## src/rtl/speed_ctrl.sv

```systemverilog
// =============================================================================
// speed_ctrl
// -----------------------------------------------------------------------------
// Upstream control stage for the game clock divider. Two raw pushbuttons are
// synchronized and debounced. Each clean press becomes a single-step change of
// the 2-bit speed code, which is held in a register and fed to the divider.
//
//   Code 2'b00 = fastest game tick, 2'b11 = slowest.
//   "Faster" decrements the code, "slower" increments it.
//
// Parameters:
//   DEBOUNCE_CYCLES  consecutive clk cycles a button must hold a new level
//                    before it is accepted (legal range >= 2)
//   RESET_RATE       value of clk_rate after reset
//
// Ports:
//   clk         in   system clock, shared with the divider
//   rst_n       in   asynchronous active-low reset, release sampled on clk
//   btn_faster  in   raw bouncing pushbutton, active-high
//   btn_slower  in   raw bouncing pushbutton, active-high
//   clk_rate    out  registered speed code for the divider
//   rate_pulse  out  one-cycle strobe in the cycle clk_rate takes a new value
//   at_limit    out  registered, high when clk_rate is 2'b00 or 2'b11
//
// Build option:
//   SPEED_WRAP_EN    when defined, the code wraps around at either end
//                    (faster at 2'b00 gives 2'b11, slower at 2'b11 gives
//                    2'b00). When undefined, the code saturates.
// =============================================================================
module speed_ctrl #(
    parameter int unsigned DEBOUNCE_CYCLES = 1_000_000,
    parameter logic [1:0]  RESET_RATE      = 2'b10
) (
    input  logic       clk,
    input  logic       rst_n,
    input  logic       btn_faster,
    input  logic       btn_slower,
    output logic [1:0] clk_rate,
    output logic       rate_pulse,
    output logic       at_limit
);

    localparam int unsigned CNT_W = $clog2(DEBOUNCE_CYCLES);

    // The counter reaches this value on the last cycle of the hold window,
    // at which point the new level is accepted.
    localparam logic [CNT_W-1:0] CNT_LAST = CNT_W'(DEBOUNCE_CYCLES - 1);

    localparam logic RESET_AT_LIMIT = (RESET_RATE == 2'b00) || (RESET_RATE == 2'b11);

`ifdef SPEED_WRAP_EN
    localparam logic WRAP = 1'b1;
`else
    localparam logic WRAP = 1'b0;
`endif

    // Index 0 = faster, index 1 = slower.
    logic [1:0] btn_raw;
    logic [1:0] ev;

    assign btn_raw = {btn_slower, btn_faster};

    // -------------------------------------------------------------------------
    // Per-button synchronizer, debouncer and rising-edge detector.
    // -------------------------------------------------------------------------
    for (genvar i = 0; i < 2; i++) begin : g_btn
        logic             sync1;
        logic             s2;
        logic             stable;
        logic             stable_d;
        logic [CNT_W-1:0] cnt;

        // NOTE: sequential state uses non-blocking assignments so every
        // register samples the values from before the edge; blocking here
        // would collapse the two synchronizer stages into one.
        always_ff @(posedge clk or negedge rst_n) begin
            if (!rst_n) begin
                sync1    <= 1'b0;
                s2       <= 1'b0;
                stable   <= 1'b0;
                stable_d <= 1'b0;
                cnt      <= '0;
            end else begin
                sync1    <= btn_raw[i];
                s2       <= sync1;
                stable_d <= stable;

                // Any single cycle of agreement restarts the hold window, so
                // only an uninterrupted run of DEBOUNCE_CYCLES differing
                // samples flips the accepted level.
                if (s2 == stable) begin
                    cnt <= '0;
                end else if (cnt == CNT_LAST) begin
                    stable <= s2;
                    cnt    <= '0;
                end else begin
                    cnt <= cnt + 1'b1;
                end
            end
        end

        // Press event: one cycle wide, rising edges only, so a held button
        // gives exactly one step and releasing it gives none.
        assign ev[i] = stable & ~stable_d;
    end

    // -------------------------------------------------------------------------
    // Rate update
    // -------------------------------------------------------------------------
    logic [1:0] next_rate;
    logic       next_pulse;

    // NOTE: every output of this block gets a default first; without it a
    // path that skips an assignment would infer a latch.
    always_comb begin
        next_rate  = clk_rate;
        next_pulse = 1'b0;

        // Simultaneous events fall into the default and cancel out. In wrap
        // mode the 2-bit arithmetic wraps naturally at either end.
        case (ev)
            2'b01: begin
                if (WRAP || (clk_rate != 2'b00)) begin
                    next_rate  = clk_rate - 2'd1;
                    next_pulse = 1'b1;
                end
            end
            2'b10: begin
                if (WRAP || (clk_rate != 2'b11)) begin
                    next_rate  = clk_rate + 2'd1;
                    next_pulse = 1'b1;
                end
            end
            default: begin
                next_rate  = clk_rate;
                next_pulse = 1'b0;
            end
        endcase
    end

    // All outputs come straight from flops so the divider's case decode
    // never sees a glitch. at_limit is derived from the next value so it
    // changes on the same edge as clk_rate.
    always_ff @(posedge clk or negedge rst_n) begin
        if (!rst_n) begin
            clk_rate   <= RESET_RATE;
            rate_pulse <= 1'b0;
            at_limit   <= RESET_AT_LIMIT;
        end else begin
            clk_rate   <= next_rate;
            rate_pulse <= next_pulse;
            at_limit   <= (next_rate == 2'b00) || (next_rate == 2'b11);
        end
    end

endmodule

```

## config.mk

```make
export PLATFORM = sky130hd
export DESIGN_NAME = speed_ctrl
export DESIGN_NICKNAME = d
export VERILOG_FILES = /design/src/rtl/speed_ctrl.sv
export SDC_FILE = /design/constraint.sdc
export NUM_CORES = 1
export LEC_CHECK = 0
export ABC_AREA = 0
export CAP_MARGIN = 25
export CORE_MARGIN = 2
export CORE_UTILIZATION = 54
export DETAILED_ROUTE_END_ITERATION = 10
export GPL_ROUTABILITY_DRIVEN = 0
export PLACE_DENSITY = 0.74
export SYNTH_ARGS = -nofsm -noshare
export SYNTH_HDL_FRONTEND = slang
export SYNTH_SLANG_ARGS = --single-unit
```

## constraint.sdc

```tcl
create_clock -name clk -period 1.9 [get_ports clk]
set_clock_uncertainty 0.15 [all_clocks]
set_input_delay 0.38 -clock clk [delete_from_list [all_inputs] [get_ports clk]]
set_output_delay 0.38 -clock clk [all_outputs]
set_load 0.05 [all_outputs]
```

Word-level counts from Yosys, hierarchy flattened

Index checks and enable logic that the tools add are counted.

Bits in registers: 52

Multiplexer cells: 10
$add $sub $neg: 4
Reductions and logical operators: 5
Bitwise gates (word level): 6
Eq/ne operators: 8

Operators by type and width:

| operator                                         | number |
|---|---|
| 2-to-1 mux 20 bit                                | 4 |
| adder 20 x 1 -> 20 bit, second input constant    | 2 |
| == test 20 bit, second input constant            | 2 |
| == test 2 bit, second input constant             | 2 |
| 2-to-1 mux 2 bit                                 | 2 |
| inverter 1 bit                                   | 4 |
| one-hot mux 2 bit (2 select lines)               | 1 |
| AND reduction 2 bit                              | 2 |
| adder 2 x 1 -> 2 bit, second input constant      | 1 |
| bitwise AND 1 bit                                | 2 |
| == test 1 bit                                    | 2 |
| == test 2 x 1 -> 1 bit, second input constant    | 1 |
| logical NOT 2 bit                                | 1 |
| 2-to-1 mux 1 bit                                 | 2 |
| inequality test 2 bit, second input constant     | 1 |
| one-hot mux 1 bit (2 select lines)               | 1 |
| nonzero test 2 bit                               | 1 |
| subtractor 2 x 1 -> 2 bit, second input constant | 1 |
| logical OR 1 bit                                 | 1 |

Longest topological paths before layout

Word-level depth: 6
Gate-level depth with buffers: 7
Mapped depth without buffers: 7

Worst setup path before layout

OpenSTA, ideal clock, no wires.

Path kind: flip-flop to flip-flop
Start: register g_btn[1].cnt[0]
End: register g_btn[1].cnt[18]
Buffers on the path: 0
Required time: 1,671 ps
Arrival time: 1,711 ps
Library setup time: 79 ps
Setup slack: -40 ps
Clock period less this slack: 1,940 ps
Stages on the path, launching flop included: 6
Cell sequence: dfrtp_1 > ha_1 > nand3_1 > or3_1 > or4_1 > a21oi_1

Longest elaborated chain between the ends: 3

RTL lines:

| item                                                            | line   | source |
|---|---|---|
| start: declaration                                              | 71     | `logic [CNT_W-1:0] cnt;` |
| start signal: assignment                                        | 97     | `cnt <= cnt + 1'b1;` |
| adder 20 x 1 -> 20 bit / == test 20 bit (equally long branches) | 97, 93 |  |
| 2-to-1 mux 20 bit *                                             | 93     | `end else if (cnt == CNT_LAST) begin` |
| 2-to-1 mux 20 bit *                                             | 91     | `if (s2 == stable) begin` |

Every way passes the cells marked *; elsewhere a longest branch is shown, timed or not.
A chain may end at the register's enable or synchronous reset.

Worst setup path after layout

Start: register g_btn[1].cnt[1]
End: register g_btn[1].cnt[17]

The elaborated chain is that of the path after synthesis.

==> reports/metrics.yaml <==
synth-async-reset-ratio: 1.000
postLayoutCoreUtil: 0.6635
max_buffers_root_to_sink: 2
maximum_clock_frequency_mhz: 536.3
worst_slew_margin_rel: 0.7027
hpwlAfterDp_microns: 3305
fin_area_sq_um: 2929
hold_slack_ns: 0.2045
drcViolationCount: 0
area.growth.synth_to_final_pct: 17.34
layout_worst_path_cycle_share: 0.9813
min_path_type: "reg2reg"
cts_buffer_count: 5
placed_cell_area_sq_um: 2770
yosys.cell_types.count: 35
start_util: 0.5655
seqCellArea_sq_um: 1303
max_cap_viols: 0
average_instance_area_after_synthesis_sq_um: 10.11
r2r-start: "g_btn[1].cnt[1]"
startpoint_type: "flip-flop"
io_buffers: 7
cp.required_ns: 1.99
synth.yosys.seq_area_share: 0.5218
route.antenna.remaining_nets: 0
clkSlewWorstSetupHoldPaths_ns: 0.09
setup_repair_after_global_routing_missed_its_margin: "true"
clkLatencyLatePin_ns: 0.30
setup_slack_on_the_worst_flop_to_flop_path_ns: 0.04
floorplan.die_area_sq_um: 5183
grt_pass1_vias: 1795
result_of_the_run: "completed"
ff2ff_path_depth: 5
power_leakage_nw: 1.221
min_period_ns: 1.865
chipHeight_microns: 71.99
warnings_from_yosys: 0
syn_inst: 247
drt_wl_total_microns: 4763
synth_top_family_by_area: "simple AND/OR/NAND/NOR gates"
wl_cell_microns: 14.39
dp_slack_ns: -0.03575
worst_path_max_fanout: 5
finalSetupViolCount: 0
synth_ff_type: "sky130_fd_sc_hd__dfrtp_1"
clock_tree.htree_level_count: 2
peakVddDrop_v: 0.0005269
antenna-diode-count: 0
post_drt_via_cell_ratio: 5.761
min_path_cells: 0
tritoncts: "done"
report.power.total_mw: 1.859
nFillCells: 342
multi_input_comb_area_sq_um: 1194
synthesis_stage_register_bit_count: 52
hold_end: "g_btn[0].s2"
maxSlewViolCount: 0
synth_fa_ha_area_frac: 0.02005
synth-compound-area-share: 0.05764
kind_of_end_point_of_the_critical_path: "flip-flop"
finalWorstSetupSlack_ns: 0.03546
cellPowerDensity_nw_per_um2: 634.8
grt_first_pass_wirelength_microns: 8100
synthesis.nets: 255
clock_tree.root_cell: "sky130_fd_sc_hd__clkbuf_8"
cts_sinks: 52
hp-start: "g_btn[0].sync1"
fin_tns_setup_ns: 0
rows: 24
dr_total_vias: 1907
finish.net_count: 286
io_pins: 8
grt_usage: 0.1989
rr_endpoint: "g_btn[1].cnt[17]"
antenna_found_initial: 0
timing_worst_slew_pin_value_ns: 0.4426
horiz_die_dim_microns: 71.99
core_region_area_sq_um: 4414
overflow: 0
finalHoldViolations: 0
mappedNetlistArea_sq_um: 2496
finish.cell_count_without_fillers: 331
layout-drive-gt1-share: 0.1685
post_synth_xor_area_fraction: 0.1088
setup.worst_path.class: "reg2reg"
grt_max_degree: 28
synth_edf_count: 0
multiplexer_area_fraction_after_synthesis: 0.009023
synth_simple_gate_area_frac: 0.2622
crit_arrival_ns: 1.95
initialDrtViolationCount: 127
numPlacedInstances: 318
drt_pre_antenna_iters: 4
-- per-layer routing --
layer,global-route usage,vias to the layer above,part of all wire
li1,-,930,-
met3,0.03333,8,0.032
met5,0,-,0
met2,0.3117,32,0.46
met1,0.2844,937,0.49
met4,0.06709,0,0.017
-- layout make-up --
class,count,share of cell area
timing repair buffer,29,0.08458
multi-input combinational,182,0.4075
clock buffer,8,0.03076
tap,52,0.02221
sequential,52,0.4447
inverter,8,0.01025
-- critical path, stage by stage (launching register included) --
cell and delay, ns:
sky130_fd_sc_hd__dfrtp_1 0.40, sky130_fd_sc_hd__buf_4 0.14, sky130_fd_sc_hd__nand4_1 0.11, sky130_fd_sc_hd__or3_4 0.38, sky130_fd_sc_hd__or4b_4 0.49, sky130_fd_sc_hd__a21oi_2 0.14
-- power breakdown --
part / total (mW) / leakage (nW) / switching, mW / internal (mW)
Combinational: 0.0907 / 0.472 / 0.0528 / 0.0379
Clock: 0.635 / 0.0455 / 0.338 / 0.298
Sequential: 1.13 / 0.703 / 0.0129 / 1.12
-- timing repair --
action,CTS,global route
pin swaps,0,3
setup buffers,1,3
hold endpoints to repair,13,0
setup endpoints to repair,1,9
gates cloned,0,0
hold buffers,1,0
resized for setup,1,4
-- kinds of logic after synthesis --
logic type      count (synthesis)
compound gates                 24
xor+xnor                       31
fa+ha+maj                       4
buf+inv                        13
flops                          52
mux                             2
simple gates                  121
-- how the worst max path moves through the flow --
stage               startpoint                to  slack, ns  depth (start not counted)
6_report       g_btn[1].cnt[1]  g_btn[1].cnt[17]       0.04                          5
3_5_place_dp   g_btn[1].cnt[1]  g_btn[1].cnt[18]      -0.04                          5
2_1_floorplan  g_btn[1].cnt[0]  g_btn[1].cnt[18]     0.0004                          5
4_1_cts        g_btn[1].cnt[0]  g_btn[1].cnt[18]       0.01                          5
3_3_place_gp   g_btn[1].cnt[1]  g_btn[1].cnt[18]       0.03                          5
5_1_grt        g_btn[1].cnt[1]  g_btn[1].cnt[17]      -0.03                          5
-- synthesized netlist by cell type (2+ instances only) --
library cell	n	share of area
sky130_fd_sc_hd__dfrtp_1	51	0.51
sky130_fd_sc_hd__nor2_1	39	0.059
sky130_fd_sc_hd__xnor2_1	20	0.070
sky130_fd_sc_hd__nand3_1	14	0.028
sky130_fd_sc_hd__nand2_1	11	0.017
sky130_fd_sc_hd__nand4_1	11	0.028
sky130_fd_sc_hd__xor2_1	11	0.039
sky130_fd_sc_hd__and3_1	9	0.023
sky130_fd_sc_hd__a21oi_1	8	0.016
sky130_fd_sc_hd__inv_1	8	0.012
sky130_fd_sc_hd__nor3_1	8	0.016
sky130_fd_sc_hd__o21ai_0	8	0.016
sky130_fd_sc_hd__nor4_1	7	0.018
sky130_fd_sc_hd__o31ai_1	5	0.015
sky130_fd_sc_hd__ha_1	4	0.020
sky130_fd_sc_hd__or3_1	4	0.010
sky130_fd_sc_hd__clkbuf_1	3	0.0045
sky130_fd_sc_hd__nand2b_1	3	0.0075
sky130_fd_sc_hd__or4_1	3	0.0090
sky130_fd_sc_hd__buf_2	2	0.0040
sky130_fd_sc_hd__mux2_2	2	0.0090
sky130_fd_sc_hd__nand4b_1	2	0.0070
sky130_fd_sc_hd__nor4b_1	2	0.0070
-- cell usage in the layout (no fill, tap or decap), types with 2 or more instances in the layout --
cell type and n:
sky130_fd_sc_hd__nor2_1 39, sky130_fd_sc_hd__nand4b_1 2, sky130_fd_sc_hd__nor4_1 7, sky130_fd_sc_hd__and3_1 9, sky130_fd_sc_hd__nor4b_1 2, sky130_fd_sc_hd__buf_12 2, sky130_fd_sc_hd__o21ai_0 7, sky130_fd_sc_hd__mux2_2 2
sky130_fd_sc_hd__or3_1 3, sky130_fd_sc_hd__clkbuf_8 6, sky130_fd_sc_hd__clkdlybuf4s50_1 2, sky130_fd_sc_hd__a21oi_1 8, sky130_fd_sc_hd__xnor2_1 20, sky130_fd_sc_hd__o31ai_1 3, sky130_fd_sc_hd__xor2_1 11, sky130_fd_sc_hd__or3_4 2
sky130_fd_sc_hd__buf_4 23, sky130_fd_sc_hd__nand3_2 2, sky130_fd_sc_hd__inv_1 8, sky130_fd_sc_hd__ha_1 3, sky130_fd_sc_hd__nand4_1 11, sky130_fd_sc_hd__nand3_1 12, sky130_fd_sc_hd__or4_1 3, sky130_fd_sc_hd__dfrtp_1 51
sky130_fd_sc_hd__nand2_1 11, sky130_fd_sc_hd__nand2b_1 3, sky130_fd_sc_hd__clkbuf_1 2, sky130_fd_sc_hd__nor3_1 7
-- flip-flops by register name (all words and copies together) (netlist names) --
signal          count
rate_pulse          1
g_btn.stable_d      2
g_btn.stable        2
g_btn.cnt          40
g_btn.sync1         2
at_limit            1
clk_rate            2
g_btn.s2            2
Note: power is estimated with default switching activity, not from simulation.
